==> src/rtl/sim_run_ctrl.sv <==
// sim_run_ctrl: run controller for the cycle simulator.
// Drives the simulator's per-cycle enable and reset. Supports run, step-N,
// host halt, breakpoint and cycle-limit stops, and reports why it halted.
module sim_run_ctrl #(
  parameter int MAX_CYCLE_WIDTH = 32,
  parameter int RESET_HOLD      = 4
) (
  input  logic                       clk,
  input  logic                       rst_n,
  input  logic                       cmd_valid,
  output logic                       cmd_ready,
  input  logic [2:0]                 cmd_op,
  input  logic [MAX_CYCLE_WIDTH-1:0] cmd_arg,
  output logic                       cmd_err,
  output logic                       sim_en,
  output logic                       sim_rst_n,
  input  logic [MAX_CYCLE_WIDTH-1:0] current_cycle,
  output logic                       running,
  output logic                       evt_valid,
  output logic [1:0]                 halt_cause
);

  localparam logic [2:0] OP_NOP       = 3'd0;
  localparam logic [2:0] OP_RESET_SIM = 3'd1;
  localparam logic [2:0] OP_RUN       = 3'd2;
  localparam logic [2:0] OP_STEP      = 3'd3;
  localparam logic [2:0] OP_HALT      = 3'd4;
  localparam logic [2:0] OP_SET_BP    = 3'd5;
  localparam logic [2:0] OP_CLR_BP    = 3'd6;
  localparam logic [2:0] OP_SET_LIMIT = 3'd7;

  localparam logic [1:0] CAUSE_HOST  = 2'd0;
  localparam logic [1:0] CAUSE_BP    = 2'd1;
  localparam logic [1:0] CAUSE_LIMIT = 2'd2;
  localparam logic [1:0] CAUSE_STEP  = 2'd3;

  localparam int HOLD_W = $clog2(RESET_HOLD + 1);
  localparam logic [HOLD_W-1:0] HOLD_INIT = HOLD_W'(RESET_HOLD);
  localparam logic [HOLD_W-1:0] HOLD_ONE  = HOLD_W'(1);
  localparam logic [MAX_CYCLE_WIDTH-1:0] CNT_ONE = MAX_CYCLE_WIDTH'(1);

  typedef enum logic [1:0] {
    ST_RESETTING = 2'd0,
    ST_HALTED    = 2'd1,
    ST_RUN       = 2'd2,
    ST_STEP      = 2'd3
  } state_t;

  state_t                     state_r, state_next_s;
  logic [HOLD_W-1:0]          hold_r;
  logic [MAX_CYCLE_WIDTH-1:0] bp_r, limit_r, step_cnt_r;
  logic                       bp_en_r;
  logic                       cmd_ready_r, running_r, sim_rst_n_r;
  logic                       evt_valid_r, cmd_err_r;
  logic [1:0]                 halt_cause_r;

  logic active_s, fire_s;
  logic bp_hit_s, lim_hit_s, step_done_s, host_halt_s, stop_s;
  logic evt_s, cmd_err_s;
  logic [1:0] cause_s;

  // Stop conditions are combinational on current_cycle so the simulator never overshoots.
  always_comb begin
    active_s    = (state_r == ST_RUN) || (state_r == ST_STEP);
    fire_s      = cmd_valid && cmd_ready_r;
    bp_hit_s    = active_s && bp_en_r && (current_cycle == bp_r);
    lim_hit_s   = active_s && (limit_r != '0) && (current_cycle >= limit_r);
    step_done_s = (state_r == ST_STEP) && (step_cnt_r == '0);
    host_halt_s = active_s && fire_s && (cmd_op == OP_HALT);
    stop_s      = bp_hit_s || lim_hit_s || step_done_s || host_halt_s;
  end

  // State register plus the status outputs that follow the state.
  always_ff @(posedge clk) begin
    if (!rst_n) begin
      state_r     <= ST_RESETTING;
      cmd_ready_r <= 1'b0;
      running_r   <= 1'b0;
      sim_rst_n_r <= 1'b0;
    end else begin
      state_r     <= state_next_s;
      cmd_ready_r <= (state_next_s != ST_RESETTING);
      running_r   <= (state_next_s == ST_RUN) || (state_next_s == ST_STEP);
      sim_rst_n_r <= (state_next_s != ST_RESETTING);
    end
  end

  // Next-state selection.
  always_comb begin
    state_next_s = state_r;
    case (state_r)
      ST_RESETTING: begin
        if (hold_r <= HOLD_ONE) state_next_s = ST_HALTED;
        else                    state_next_s = ST_RESETTING;
      end
      ST_HALTED: begin
        if (fire_s && (cmd_op == OP_RESET_SIM)) state_next_s = ST_RESETTING;
        else if (fire_s && (cmd_op == OP_RUN))  state_next_s = ST_RUN;
        else if (fire_s && (cmd_op == OP_STEP)) state_next_s = ST_STEP;
        else                                    state_next_s = ST_HALTED;
      end
      ST_RUN, ST_STEP: begin
        if (stop_s) state_next_s = ST_HALTED;
        else        state_next_s = state_r;
      end
      default: state_next_s = ST_RESETTING;
    endcase
  end

  // Output decode: enable, halt cause by priority, illegal-command detect.
  always_comb begin
    sim_en    = active_s && !stop_s;
    evt_s     = active_s && stop_s;
    cmd_err_s = active_s && fire_s &&
                ((cmd_op == OP_RUN) || (cmd_op == OP_STEP) || (cmd_op == OP_RESET_SIM));
    if (bp_hit_s)         cause_s = CAUSE_BP;
    else if (lim_hit_s)   cause_s = CAUSE_LIMIT;
    else if (step_done_s) cause_s = CAUSE_STEP;
    else                  cause_s = CAUSE_HOST;
  end

  // Datapath registers: hold timer, step counter, bp/limit, event reporting.
  always_ff @(posedge clk) begin
    if (!rst_n) begin
      hold_r       <= HOLD_INIT;
      step_cnt_r   <= '0;
      bp_r         <= '0;
      bp_en_r      <= 1'b0;
      limit_r      <= '0;
      halt_cause_r <= CAUSE_HOST;
      evt_valid_r  <= 1'b0;
      cmd_err_r    <= 1'b0;
    end else begin
      if (state_r == ST_RESETTING && hold_r != '0) hold_r <= hold_r - HOLD_ONE;
      else if (state_next_s == ST_RESETTING)       hold_r <= HOLD_INIT;
      else                                          hold_r <= hold_r;

      if (state_r == ST_HALTED && fire_s && cmd_op == OP_STEP) step_cnt_r <= cmd_arg;
      else if (state_r == ST_STEP && sim_en)                   step_cnt_r <= step_cnt_r - CNT_ONE;
      else                                                      step_cnt_r <= step_cnt_r;

      if (fire_s && cmd_op == OP_SET_BP) begin
        bp_r    <= cmd_arg;
        bp_en_r <= 1'b1;
      end else if (fire_s && cmd_op == OP_CLR_BP) begin
        bp_r    <= bp_r;
        bp_en_r <= 1'b0;
      end else begin
        bp_r    <= bp_r;
        bp_en_r <= bp_en_r;
      end

      if (fire_s && cmd_op == OP_SET_LIMIT) limit_r <= cmd_arg;
      else                                  limit_r <= limit_r;

      // Leaving a simulator reset clears the previous cause silently.
      if (evt_s)                                                      halt_cause_r <= cause_s;
      else if (state_r == ST_RESETTING && state_next_s == ST_HALTED)  halt_cause_r <= CAUSE_HOST;
      else                                                            halt_cause_r <= halt_cause_r;

      evt_valid_r <= evt_s;
      cmd_err_r   <= cmd_err_s;
    end
  end

  assign cmd_ready  = cmd_ready_r;
  assign running    = running_r;
  assign sim_rst_n  = sim_rst_n_r;
  assign evt_valid  = evt_valid_r;
  assign cmd_err    = cmd_err_r;
  assign halt_cause = halt_cause_r;

endmodule

==> config.mk <==
export PLATFORM = sky130hd
export DESIGN_NAME = sim_run_ctrl
export DESIGN_NICKNAME = d
export VERILOG_FILES = /design/src/rtl/sim_run_ctrl.sv
export SDC_FILE = /design/constraint.sdc
export NUM_CORES = 1
export LEC_CHECK = 0
export BUFFER_PORTS_ARGS = -buffer_cell sky130_fd_sc_hd__buf_2
export CAP_MARGIN = 15
export CORE_MARGIN = 4
export CORE_UTILIZATION = 50
export CTS_CLUSTER_SIZE = 12
export DETAILED_ROUTE_END_ITERATION = 12
export PLACE_DENSITY = 0.76
export SLEW_MARGIN = 40
export SYNTH_ARGS = -nofsm -noshare
export SYNTH_HDL_FRONTEND = slang
export SYNTH_SLANG_ARGS = --single-unit
==> constraint.sdc <==
create_clock -name clk -period 7.17 [get_ports clk]
set_input_delay 1.434 -clock clk [delete_from_list [all_inputs] [get_ports clk]]
set_output_delay 1.434 -clock clk [all_outputs]
set_load 0.02 [all_outputs]
Yosys cells after proc, flatten, opt, wreduce, memory -nomap -nowiden
Cells that the tools add are included.

word-level totals
  register bits = 108
  output and inout port bits = 8
  word-level logic and storage cells = 87

operators by class
  $add $sub $neg = 2
  order comparisons = 2
  eq/ne operators = 14
  multiplexer cells = 17
  reductions and logical operators = 41

operator list
  cell                     number
  $mux W32                 2
  $eq A32 B32 Y1           1
  $ge A32 B32 Y1           1
  $logic_not A32 Y1        1
  $reduce_bool A32 Y1      1
  $sub A32 B1 Y32 const B  1
  $logic_and A1 B1 Y1      22
  $mux W2                  9
  $eq A3 B3 Y1 const B     4
  $reduce_bool A2 Y1       5
  $eq A2 B2 Y1 const B     4
  $logic_or A1 B1 Y1       7
  $eq A3 B2 Y1 const B     2
  $mux W3                  2
  $pmux W2 S3              1
  $eq A2 B1 Y1 const B     2
  $logic_not A2 Y1         2
  $eq A3 B1 Y1 const B     1
  $le A3 B1 Y1 const B     1
  $mux W1                  3
  $reduce_bool A3 Y1       1
  $sub A3 B1 Y3 const B    1
  $reduce_or A2 Y1         1
  $logic_not A1 Y1         1

Longest topological paths before layout
Gate-level depths: netlist of run 1.

  depth after elaboration = 13
  mapped depth = 12

Least setup slack after synthesis of run 1
Ideal clock, no wire load.

  kind = input port to output port
  from = input current_cycle[0]
  to = output sim_en
  data arrival time = 3.385 ns
  required time = 5.736 ns
  slack = 2.351 ns
  cell stages on the path = 10
  path through = inv_1 ha_1 nand2b_1 a2111oi_0 o311a_1 o32ai_1 nor2_1 clkbuf_1 nand3_1 nor2_1

on the way
  word-level cells in the longest chain between the ends = 7

RTL lines
  what                                                     line    text
  start: declaration                                       17      input logic [MAX_CYCLE_WIDTH-1:0] current_cycle,
  $ge A32 B32 Y1 / $eq A32 B32 Y1 (equally long branches)  67, 66
  $logic_and A1 B1 Y1 (on tied branches)                   67, 66
  $logic_or A1 B1 Y1 * (3 in series)                       70      stop_s = bp_hit_s || lim_hit_s || step_done_s || host_halt_s;
  $logic_not A1 Y1 *                                       112     sim_en = active_s && !stop_s;
  $logic_and A1 B1 Y1 *                                    112
  end: declaration                                         15      output logic sim_en,

Mark *: on every way between the ends. The rest lies on a longest branch, timed or not.

Worst setup path in the final report of run 1
Same ends and word-level chain as after synthesis.

==> results.txt, run 1 <==
----------------------------------------------------
[Outcome]
  Status ... completed

[Global routing]
  Via count of the first global-routing pass ... 5522
  Overall Global Routing Usage ... 0.252
  Largest net degree at the start of global routing ... 85
  Initial antenna violation count ... 0
  First-pass GRT wire length ... about 27000 µm
  Grt ovf ... 0

[Synthesis]
  Average cell area after synthesis ... 7.77 µm²
  Fraction of the mapped netlist area in compound gates ... 0.193
  Most frequent cell after synthesis ... sky130_fd_sc_hd__nand2_1
  Leading cell types by total area after synthesis ... sky130_fd_sc_hd__dfxtp_1 37%, sky130_fd_sc_hd__nand2_1 11%, sky130_fd_sc_hd__a21oi_1 7.6%, sky130_fd_sc_hd__ha_1 7.4%, sky130_fd_sc_hd__xor2_1 4.6%
  Top cells by instance count after synthesis ... 166 x sky130_fd_sc_hd__nand2_1, 108 x sky130_fd_sc_hd__dfxtp_1, 90 x sky130_fd_sc_hd__a21oi_1, 43 x sky130_fd_sc_hd__inv_1, 37 x sky130_fd_sc_hd__clkbuf_1
  Share of synthesized registers carrying an async set or reset ... 0
  Count of warnings emitted by yosys ... 0
  Simple-gate area share of the yosys netlist ... 0.252
  Adder-cell share of the synthesized area ... 0.0740
  Synth Register Bits ... 108
  Multiplexer share of the synthesized area ... 0.00359
  Net count after synthesis ... a little under 900
  Area of the mapped netlist ... 5920 µm²
  Post-synthesis instance total ... 762
  XOR/XNOR share of the synthesized area ... 0.0518
  Dominant synthesized flop cell ... sky130_fd_sc_hd__dfxtp_1
  Number of enable-type register cells in the synthesized netlist ... 0
  Synth area leader ... sky130_fd_sc_hd__dfxtp_1
  Combinational family with the most area after synthesis ... simple AND/OR/NAND/NOR gates
  Library cells used by synthesis ... 61
  Proportion of netlist area held by the largest area contributor ... 0.365
  Part of the Yosys area used for sequential elements ... 0.365

[Timing]
  Final worst-path cycle share ... 0.741
  Count of final setup violators ... 0
  Max-slew violation count ... 0
  Final Hold Vio Count ... 0
  Worst rel slew slack ... 0.556
  Final critical-path required period ... between 5 and 6 ns
  Unrepaired setup endpoints after global routing ... false
  Final setup TNS ... 0 ns
  Transition time at the pin with the least slew margin ... about 0.66 ns
  Highest Clock Rate ... 0.188 GHz
  Final critical-path setup slack ... between 1.5 and 2 ns
  Hold Worst Slack ... 0.467 ns
  Worst clock skew on the final layout ... around 0.0046 ns

[Die]
  Number of placement rows ... 39
  I/O pin count ... between 70 and 80
  Y dimension of the die ... 117 µm
  Die ar. ... 13600 µm²
  Initial Utilization ... 0.514
  Horiz. Die Dim ... about 120 µm
  Placeable core region ... 11500 µm²

[Clock network]
  Resized Gates After CTS ... 0
  Maximum count of clock buffers along a single path ... 2
  Number of H-tree levels ... 3
  Clk_lat worst skew ... 0.34 ns
  CTS Buf Count ... 9
  Post-CTS setup buffer count ... 0
  Hold-fix buffer count after cts ... 0
  CTS tree ... built
  Clock transition at the register clock pins on the worst setup and hold paths after CTS ... 0.07 ns
  Clock sinks ... 108
  Root buffer cell ... sky130_fd_sc_hd__clkbuf_16

[Pwr]
  Static leakage power ... approximately 2.5 nW
  Peak supply drop ... 0.000104 V
  Power Dens Cells ... 205 nW/µm²

[Route]
  DRT Pass-1 Iters ... 6
  Residual DRC ... 0
  Avg Vias per Cell ... 6.05
  DR WL/cell ... approximately 18 µm
  Aggregate routed wire length ... around 17000 µm
  Routed Antenna Nets ... 0
  Vias ... around 5800
  Detailed router's first-iteration violation count ... approximately 600

[Worst setup path]
  Cell repeated most along the worst path ... sky130_fd_sc_hd__buf_2
  Buf/Inv on CP ... 3
  Worst setup SP type ... input port
  Cell class contributing the biggest share of worst-path delay ... simple AND/OR/NAND/NOR gates
  Sequence of cells on the critical path ... buf_2 -> inv_1 -> ha_1 -> nand2b_1 -> a2111oi_0 -> o311a_1 -> o32ai_1 -> nor2_2 -> nand3_1 -> nor2_1 -> buf_2
  Highest-delay cell along the critical path ... sky130_fd_sc_hd__a2111oi_0
  Worst setup path class ... in2out
  Required time reported for the critical path endpoint ... 5.74 ns
  Largest stage delay on the critical path ... between 0.4 and 0.5 ns
  Number of cell instances on the worst register-to-register path ... 10
  Arrival time worst endpoint ... 3.88 ns
  Critical Path Stages ... 11
  Largest driver fanout on the critical path ... 11
  Worst setup EP type ... output port

[Final layout]
  Number of filler instances in the final layout ... between 1000 and 1500
  NumNets Final ... ~900
  Area Overhead vs Synth ... 12.7%
  ANT cells ... 0
  Share of final-layout standard cells stronger than drive strength 1 ... 0.143
  Final non-filler cell total ... 959

[Min path]
  Class of the most critical hold timing path ... reg2reg
  Number of cells on the worst hold path ... 1

[Place]
  Routability congestion estimate from global placement ... a little under 1
  Post-placement setup slack ... around 1.7 ns
  Count of input and output buffers ... 77
  Placed cell count ... 943
  DPL Wire Length ... around 13000 µm

[Run]
  Max-cap check violation count ... 0

----------------------------------------------------
==> worst reg2reg max path, stage by stage, from the launching register on <==
cell and delay (ns):
sky130_fd_sc_hd__dfxtp_1 0.39, sky130_fd_sc_hd__inv_1 0.06, sky130_fd_sc_hd__ha_1 0.30, sky130_fd_sc_hd__a21oi_1 0.15
sky130_fd_sc_hd__o21ai_0 0.14, sky130_fd_sc_hd__a221oi_1 0.35, sky130_fd_sc_hd__a311oi_1 0.19, sky130_fd_sc_hd__nor2_2 0.41
sky130_fd_sc_hd__nand3_1 0.45, sky130_fd_sc_hd__or4_1 0.59, sky130_fd_sc_hd__a31oi_1 0.18
==> cells in the final DEF (no fill, tap or decap), types with 5 or more instances in the layout <==
cell type	n
sky130_fd_sc_hd__inv_1	42
sky130_fd_sc_hd__a31oi_1	18
sky130_fd_sc_hd__ha_1	35
sky130_fd_sc_hd__nor3_1	15
sky130_fd_sc_hd__or4_1	7
sky130_fd_sc_hd__buf_2	77
sky130_fd_sc_hd__nor4_1	18
sky130_fd_sc_hd__a32oi_1	5
sky130_fd_sc_hd__xor2_1	31
sky130_fd_sc_hd__or3_1	12
sky130_fd_sc_hd__clkbuf_16	9
sky130_fd_sc_hd__nand3_1	23
sky130_fd_sc_hd__o21ai_0	24
sky130_fd_sc_hd__nand2_1	165
sky130_fd_sc_hd__o21a_1	8
sky130_fd_sc_hd__dfxtp_1	108
sky130_fd_sc_hd__and3_1	5
sky130_fd_sc_hd__nand4_1	13
sky130_fd_sc_hd__nor2_1	26
sky130_fd_sc_hd__a21oi_1	90
==> per-stage QoR <==
stage          utilization  area (µm²)  power, mW
6_report             0.580        6680       1.37
5_1_grt              0.580        6680       1.42
4_1_cts              0.579        6670       1.37
3_5_place_dp         0.550        6330      0.822
3_3_place_gp         0.549        6330      0.813
2_1_floorplan            -        5920      0.754
==> per-layer routing <==
layer,global-route usage,vias to the layer above,part of all wire
met5,0,-,0
met4,0.117,0,0.036
met3,0.0288,42,0.078
met2,0.424,240,0.47
met1,0.325,2736,0.41
li1,-,2786,-
==> final cells by class <==
| type | instances | area [µm²] | area share |
|---|---|---|---|
| clock buffers | 13 | 270 | 0.0405 |
| multi-input cells | 567 | 3410 | 0.511 |
| clock inverters | 3 | 67.6 | 0.0101 |
| well taps | 143 | 179 | 0.0268 |
| repair buffers | 82 | 427 | 0.0639 |
| inverters | 43 | 161 | 0.0242 |
| flip-flops and latches | 108 | 2160 | 0.324 |
==> report_power, final <==
group	internal, mW	total [mW]	switching [mW]
registers	0.616	0.630	0.0143
logic	0.0718	0.184	0.112
clock network	0.335	0.558	0.223
==> kinds of logic after synthesis <==
family | Yosys count
AND/OR/NAND/NOR | 309
AO/OA/AOI/OAI | 186
flip-flops | 108
buffers and inverters | 87
XOR/XNOR | 35
adder cells (fa/ha/maj) | 35
multiplexers | 2
==> state kept, by name (all words and copies together), names as in the netlist <==
register    count
bp_en_r         1
bp_r           32
cmd_err         1
evt_valid       1
halt_cause      2
hold_r          3
limit_r        32
running         1
sim_rst_n       1
state_r         2
step_cnt_r     32
==> path summary, 6_finish.rpt <==
path                                    start                     endpoint  slack [ns]
setup / recovery             current_cycle[0]                       sim_en        1.86
hold reg to reg   step_cnt_r[17]$_SDFFE_PN0P_  step_cnt_r[17]$_SDFFE_PN0P_        0.47
setup reg to reg     limit_r[23]$_SDFFE_PN0P_  step_cnt_r[20]$_SDFFE_PN0P_        3.89
hold / removal    step_cnt_r[17]$_SDFFE_PN0P_  step_cnt_r[17]$_SDFFE_PN0P_        0.47
Note: power is estimated with default switching activity, not from simulation.
==> run 2: changes to the inputs <==
- clock period: 7.17 -> 5.41 ns (I/O delays scaled with it)
==> run 2 against run 1 <==
  * Register-to-register slack got worse by 1.6 ns
  * Sequential power increased by 32%
  * Critical endpoint unchanged
  * Global-route usage increased by 0.24 points
==> results.txt, run 2 (same netlist as run 1, synthesis figures left out) <==
----------------------------------------------------
[Timing]
  Highest Clock Rate ... between 0.2 and 0.25 GHz
  Final critical-path required period ... around 4.4 ns
  Final Hold Vio Count ... 0
  Final critical-path setup slack ... approximately 1.1 ns
  Unrepaired setup endpoints after global routing ... false
  Transition time at the pin with the least slew margin ... 0.695 ns
  Max-slew violation count ... 0
  Worst rel slew slack ... 0.532
  Final worst-path cycle share ... 0.804
  Count of final setup violators ... 0
  Worst clock skew on the final layout ... 0.00933 ns
  Final setup TNS ... 0 ns

[Pwr]
  Post-layout power ... 1.93 mW
  Peak supply drop ... between 0.00015 and 0.0002 V
  Power Dens Cells ... 286 nW/µm²
  Static leakage power ... 2.57 nW

[Route]
  DRT Pass-1 Iters ... 5
  Detailed router's first-iteration violation count ... between 500 and 600
  Residual DRC ... 0
  Avg Vias per Cell ... between 5 and 6
  Vias ... between 5000 and 6000
  Routed Antenna Nets ... 0
  DR WL/cell ... 17.9 µm
  Aggregate routed wire length ... 17200 µm

[Clock network]
  CTS Buf Count ... 9
  Root buffer cell ... sky130_fd_sc_hd__clkbuf_16
  Clock sinks ... between 100 and 150
  Clock transition at the register clock pins on the worst setup and hold paths after CTS ... 0.07 ns
  CTS tree ... built
  Clk_lat worst skew ... about 0.36 ns
  Maximum count of clock buffers along a single path ... 2
  Resized Gates After CTS ... 0
  Hold-fix buffer count after cts ... 0
  Post-CTS setup buffer count ... 0
  Number of H-tree levels ... 3

[Final layout]
  Most common cell after layout, fill and taps aside ... sky130_fd_sc_hd__nand2_1
  Area Overhead vs Synth ... 13.6%
  Share of final-layout standard cells stronger than drive strength 1 ... 0.143
  ANT cells ... 0
  Highest-count cells in the layout ignoring fill and taps ... 165 x sky130_fd_sc_hd__nand2_1, 108 x sky130_fd_sc_hd__dfxtp_1, 90 x sky130_fd_sc_hd__a21oi_1
  Registers with the highest flip-flop counts ... bp_r (32), limit_r (32), step_cnt_r (32)
  NumNets Final ... 917
  Final non-filler cell total ... around 960

[Place]
  Routability congestion estimate from global placement ... 0.966
  Count of input and output buffers ... 77
  Placed cell count ... 944
  DPL Wire Length ... about 13000 µm
  Post-placement setup slack ... 1.07 ns

[Global routing]
  Largest net degree at the start of global routing ... 85
  Initial antenna violation count ... 0
  Overall Global Routing Usage ... 0.255
  Via count of the first global-routing pass ... between 5000 and 6000
  Grt ovf ... 0
  First-pass GRT wire length ... 27000 µm

[Die]
  I/O pin count ... 78
  Initial Utilization ... 0.514
  Number of placement rows ... 39
  Horiz. Die Dim ... 117 µm
  Y dimension of the die ... between 100 and 150 µm
  Die ar. ... 13600 µm²
  Placeable core region ... approximately 12000 µm²

[Min path]
  Class of the most critical hold timing path ... reg2reg
  Origin of the worst min-delay path ... bp_r[0]$_SDFFE_PN0P_
  Terminating pin of the worst hold path ... bp_r[0]$_SDFFE_PN0P_
  Number of cells on the worst hold path ... 2

[Worst setup path]
  First element of the critical path ... current_cycle[23]
  Largest driver fanout on the critical path ... 11
  Worst setup EP type ... output port
  Worst R2R Setup Slack ... 2.30 ns
  End of the worst register-to-register path ... step_cnt_r[20]$_SDFFE_PN0P_
  Number of cell instances on the worst register-to-register path ... 11
  Arrival time worst endpoint ... between 3 and 4 ns
  Worst setup path class ... in2out
  RR Startpoint ... limit_r[23]$_SDFFE_PN0P_
  Required time reported for the critical path endpoint ... between 4 and 5 ns
  Worst setup SP type ... input port

[Outcome]
  Status ... completed

[Run]
  Max-cap check violation count ... 0

----------------------------------------------------
run 2: worst max-delay path, stage by stage:
cell	delay [ns]
sky130_fd_sc_hd__buf_2	0.11
sky130_fd_sc_hd__ha_1	0.33
sky130_fd_sc_hd__a21oi_1	0.14
sky130_fd_sc_hd__o21ai_0	0.15
sky130_fd_sc_hd__a221oi_1	0.36
sky130_fd_sc_hd__a311oi_1	0.19
sky130_fd_sc_hd__nor2_1	0.16
sky130_fd_sc_hd__buf_4	0.20
sky130_fd_sc_hd__nand3_1	0.14
sky130_fd_sc_hd__nor2_1	0.20
sky130_fd_sc_hd__buf_2	0.20
run 2: how the worst max path moves through the flow:
stage | to | slack, ns | cells past startpoint
5_1_grt | sim_en | 0.94 | 11
2_1_floorplan | sim_en | 1.29 | 10
4_1_cts | sim_en | 1.06 | 12
6_report | sim_en | 1.06 | 11
3_5_place_dp | sim_en | 1.07 | 12
3_3_place_gp | sim_en | 1.10 | 12
run 2: power by group:
group	total, mW	switching (mW)	internal [mW]
Sequential	0.834	0.0178	0.816
Combinational	0.242	0.148	0.0942
Clock	0.850	0.305	0.545
run 2: final cells by class:
| cell class | instances | area, µm² |
|---|---|---|
| Sequential cell | 108 | 2160 |
| Tap cell | 143 | 179 |
| Inverter | 43 | 161 |
| Clock buffer | 9 | 225 |
| Multi-Input combinational cell | 567 | 3410 |
| Fill cell | 1037 | 4790 |
| Clock inverter | 6 | 159 |
| Timing Repair Buffer | 83 | 434 |
run 2: per-stage QoR:
step                cell area [µm²]  utilization  hold WS (ns)
floorplan                      5920            -         0.429
global placement               6330        0.550         0.450
detailed placement             6340        0.550         0.457
CTS                            6720        0.584         0.467
global route                   6730        0.584         0.484
finish                         6730        0.584         0.466
run 2: routing by layer:
metal	vias to the layer above	GRT usage	share of wire
li1	2786	-	-
met5	-	0	0
met4	0	0.112	0.030
met1	2688	0.326	0.43
met2	187	0.421	0.47
met3	31	0.0452	0.065
==> run 3: changes to the inputs <==
- PLACE_DENSITY: 0.76 -> 0.78
- clock period: 5.41 -> 3.65 ns (I/O delays scaled with it)
==> run 3 against run 2 <==
  * Core utilization decreased by 0.087 points
  * Worst setup slack got worse by 0.88 ns
  * Die area unchanged
  * First-iteration DRC count increased by 12%
  * Clock power increased by 19%
==> results.txt, run 3 (same netlist as run 1, synthesis figures left out) <==
----------------------------------------------------
[Final layout]
  Fraction of the core area covered by cells at the end of the flow ... 0.583
  Number of filler instances in the final layout ... 1067
  Share of final-layout standard cells stronger than drive strength 1 ... 0.149
  Most common cell after layout, fill and taps aside ... sky130_fd_sc_hd__nand2_1
  NumNets Final ... 928
  Highest-count cells in the layout ignoring fill and taps ... 166 x sky130_fd_sc_hd__nand2_1, 108 x sky130_fd_sc_hd__dfxtp_1, 90 x sky130_fd_sc_hd__a21oi_1
  Registers with the highest flip-flop counts ... bp_r (32), limit_r (32), step_cnt_r (32)
  Final instance area ... 6720 µm²
  Final non-filler cell total ... approximately 970
  ANT cells ... 0
  Area Overhead vs Synth ... 13.4%

[Die]
  Initial Utilization ... 0.514
  Placeable core region ... 11500 µm²
  Y dimension of the die ... 117 µm
  I/O pin count ... 78
  Number of placement rows ... 39
  Horiz. Die Dim ... approximately 120 µm
  Die ar. ... 13600 µm²

[Route]
  Detailed router's first-iteration violation count ... 569
  DRT Pass-1 Iters ... 5
  Residual DRC ... 0
  Aggregate routed wire length ... 16800 µm
  Avg Vias per Cell ... 5.93
  Routed Antenna Nets ... 0
  Vias ... 5741
  DR WL/cell ... 17.4 µm

[Pwr]
  Static leakage power ... 2.58 nW
  Cell-internal power ... 1.94 mW
  Part of the power in registers ... 0.475
  Post-layout power ... 2.60 mW
  Power Dens Cells ... slightly below 400 nW/µm²
  Clock share of power ... 0.389
  Switching power ... 0.663 mW
  Share of total power consumed by net switching ... 0.255
  Combinational fraction of design power ... 0.136
  Peak supply drop ... 0.000186 V

[Place]
  DPL Wire Length ... 12100 µm
  Post-placement setup slack ... 0.145 ns
  Count of input and output buffers ... 77
  Routability congestion estimate from global placement ... 0.887
  Placed cell area ... 6420 µm²
  Placed cell count ... roughly 960

[Timing]
  Max-slew violation count ... 0
  Final setup TNS ... 0 ns
  Hold Worst Slack ... 0.468 ns
  Count of final setup violators ... 0
  Transition time at the pin with the least slew margin ... 0.572 ns
  Worst clock skew on the final layout ... between 0.006 and 0.007 ns
  Final critical-path setup slack ... 0.175 ns
  Final Hold Vio Count ... 0
  Unrepaired setup endpoints after global routing ... false
  Final critical-path required period ... 3.47 ns
  Worst rel slew slack ... 0.615
  Final worst-path cycle share ... 0.952
  Highest Clock Rate ... about 0.29 GHz

[Clock network]
  Root buffer cell ... sky130_fd_sc_hd__clkbuf_16
  Clock transition at the register clock pins on the worst setup and hold paths after CTS ... roughly 0.070 ns
  CTS Buf Count ... 9
  CTS tree ... built
  Clock sinks ... 108
  Maximum count of clock buffers along a single path ... 2
  Number of H-tree levels ... 3
  Post-CTS setup buffer count ... 0
  Clk_lat worst skew ... 0.35 ns

[Worst setup path]
  Worst setup SP type ... input port
  Worst setup EP type ... output port
  Arrival time worst endpoint ... roughly 2.7 ns
  Largest driver fanout on the critical path ... 3
  Required time reported for the critical path endpoint ... 2.92 ns
  Worst setup path class ... in2out

[Global routing]
  Largest net degree at the start of global routing ... 46
  Grt ovf ... 0
  Via count of the first global-routing pass ... 5180
  Overall Global Routing Usage ... 0.250
  First-pass GRT wire length ... about 27000 µm
  Initial antenna violation count ... 0

[Min path]
  Class of the most critical hold timing path ... reg2reg

[Run]
  Max-cap check violation count ... 0

[Outcome]
  Status ... completed

----------------------------------------------------
-- run 3: changes by cell type in the layout (fill, tap and decap cells not counted) --
cell,delta
sky130_fd_sc_hd__and2_1,+1
sky130_fd_sc_hd__clkbuf_1,+1
sky130_fd_sc_hd__inv_6,-1
sky130_fd_sc_hd__bufinv_16,-3
sky130_fd_sc_hd__nand2_2,-1
sky130_fd_sc_hd__and3_1,+1
sky130_fd_sc_hd__and2_2,-1
sky130_fd_sc_hd__buf_4,+12
sky130_fd_sc_hd__a2111oi_0,-1
sky130_fd_sc_hd__clkinv_2,+1
sky130_fd_sc_hd__nand2_1,+1
sky130_fd_sc_hd__a2111oi_2,+1
sky130_fd_sc_hd__buf_6,-1
sky130_fd_sc_hd__and3_2,-1
-- run 3: power by group through the flow --
stage	sequential [mW]	combinational (mW)	clock [mW]
2_1_floorplan	1.26	0.221	0
3_3_place_gp	1.26	0.347	0
3_5_place_dp	1.26	0.349	0
4_1_cts	1.24	0.352	1.02
5_1_grt	1.24	0.393	1.06
6_report	1.24	0.355	1.01
-- run 3: layout make-up --
cell class	count	area (µm²)	share of cell area
Multi-Input combinational cell	567	3410	0.507
Sequential cell	108	2160	0.322
Timing Repair Buffer	94	513	0.0764
Clock buffer	10	229	0.0341
Tap cell	143	179	0.0266
Inverter	43	161	0.0240
Clock inverter	3	65.1	0.00969
-- run 3: what timing repair did --
item                       CTS  global route
setup endpoints to repair    0             1
hold buffers                 0             0
gates resized for setup      0             2
-- run 3: critical path, cell delays in order --
cell and delay, ns:
sky130_fd_sc_hd__buf_2 0.12, sky130_fd_sc_hd__ha_1 0.31, sky130_fd_sc_hd__a21oi_1 0.12, sky130_fd_sc_hd__o21ai_0 0.09
sky130_fd_sc_hd__a221oi_1 0.46, sky130_fd_sc_hd__o32ai_1 0.17, sky130_fd_sc_hd__nor2_1 0.22, sky130_fd_sc_hd__nand3_1 0.13
sky130_fd_sc_hd__nor2_1 0.19, sky130_fd_sc_hd__buf_2 0.20
-- run 3: worst paths after layout --
kind	startpoint	endpoint	slack (ns)	cells past startpoint
setup / recovery	current_cycle[11]	sim_en	0.18	10
hold / removal	bp_r[3]$_SDFFE_PN0P_	bp_r[3]$_SDFFE_PN0P_	0.47	2
setup reg to reg	limit_r[14]$_SDFFE_PN0P_	step_cnt_r[20]$_SDFFE_PN0P_	0.68	11
hold reg to reg	bp_r[3]$_SDFFE_PN0P_	bp_r[3]$_SDFFE_PN0P_	0.47	2
-- run 3: metal layers --
layer  wire [µm]  GRT usage
met5           0          0
met4         448     0.0986
met3        1000     0.0380
met2        7790      0.403
met1        7570      0.339
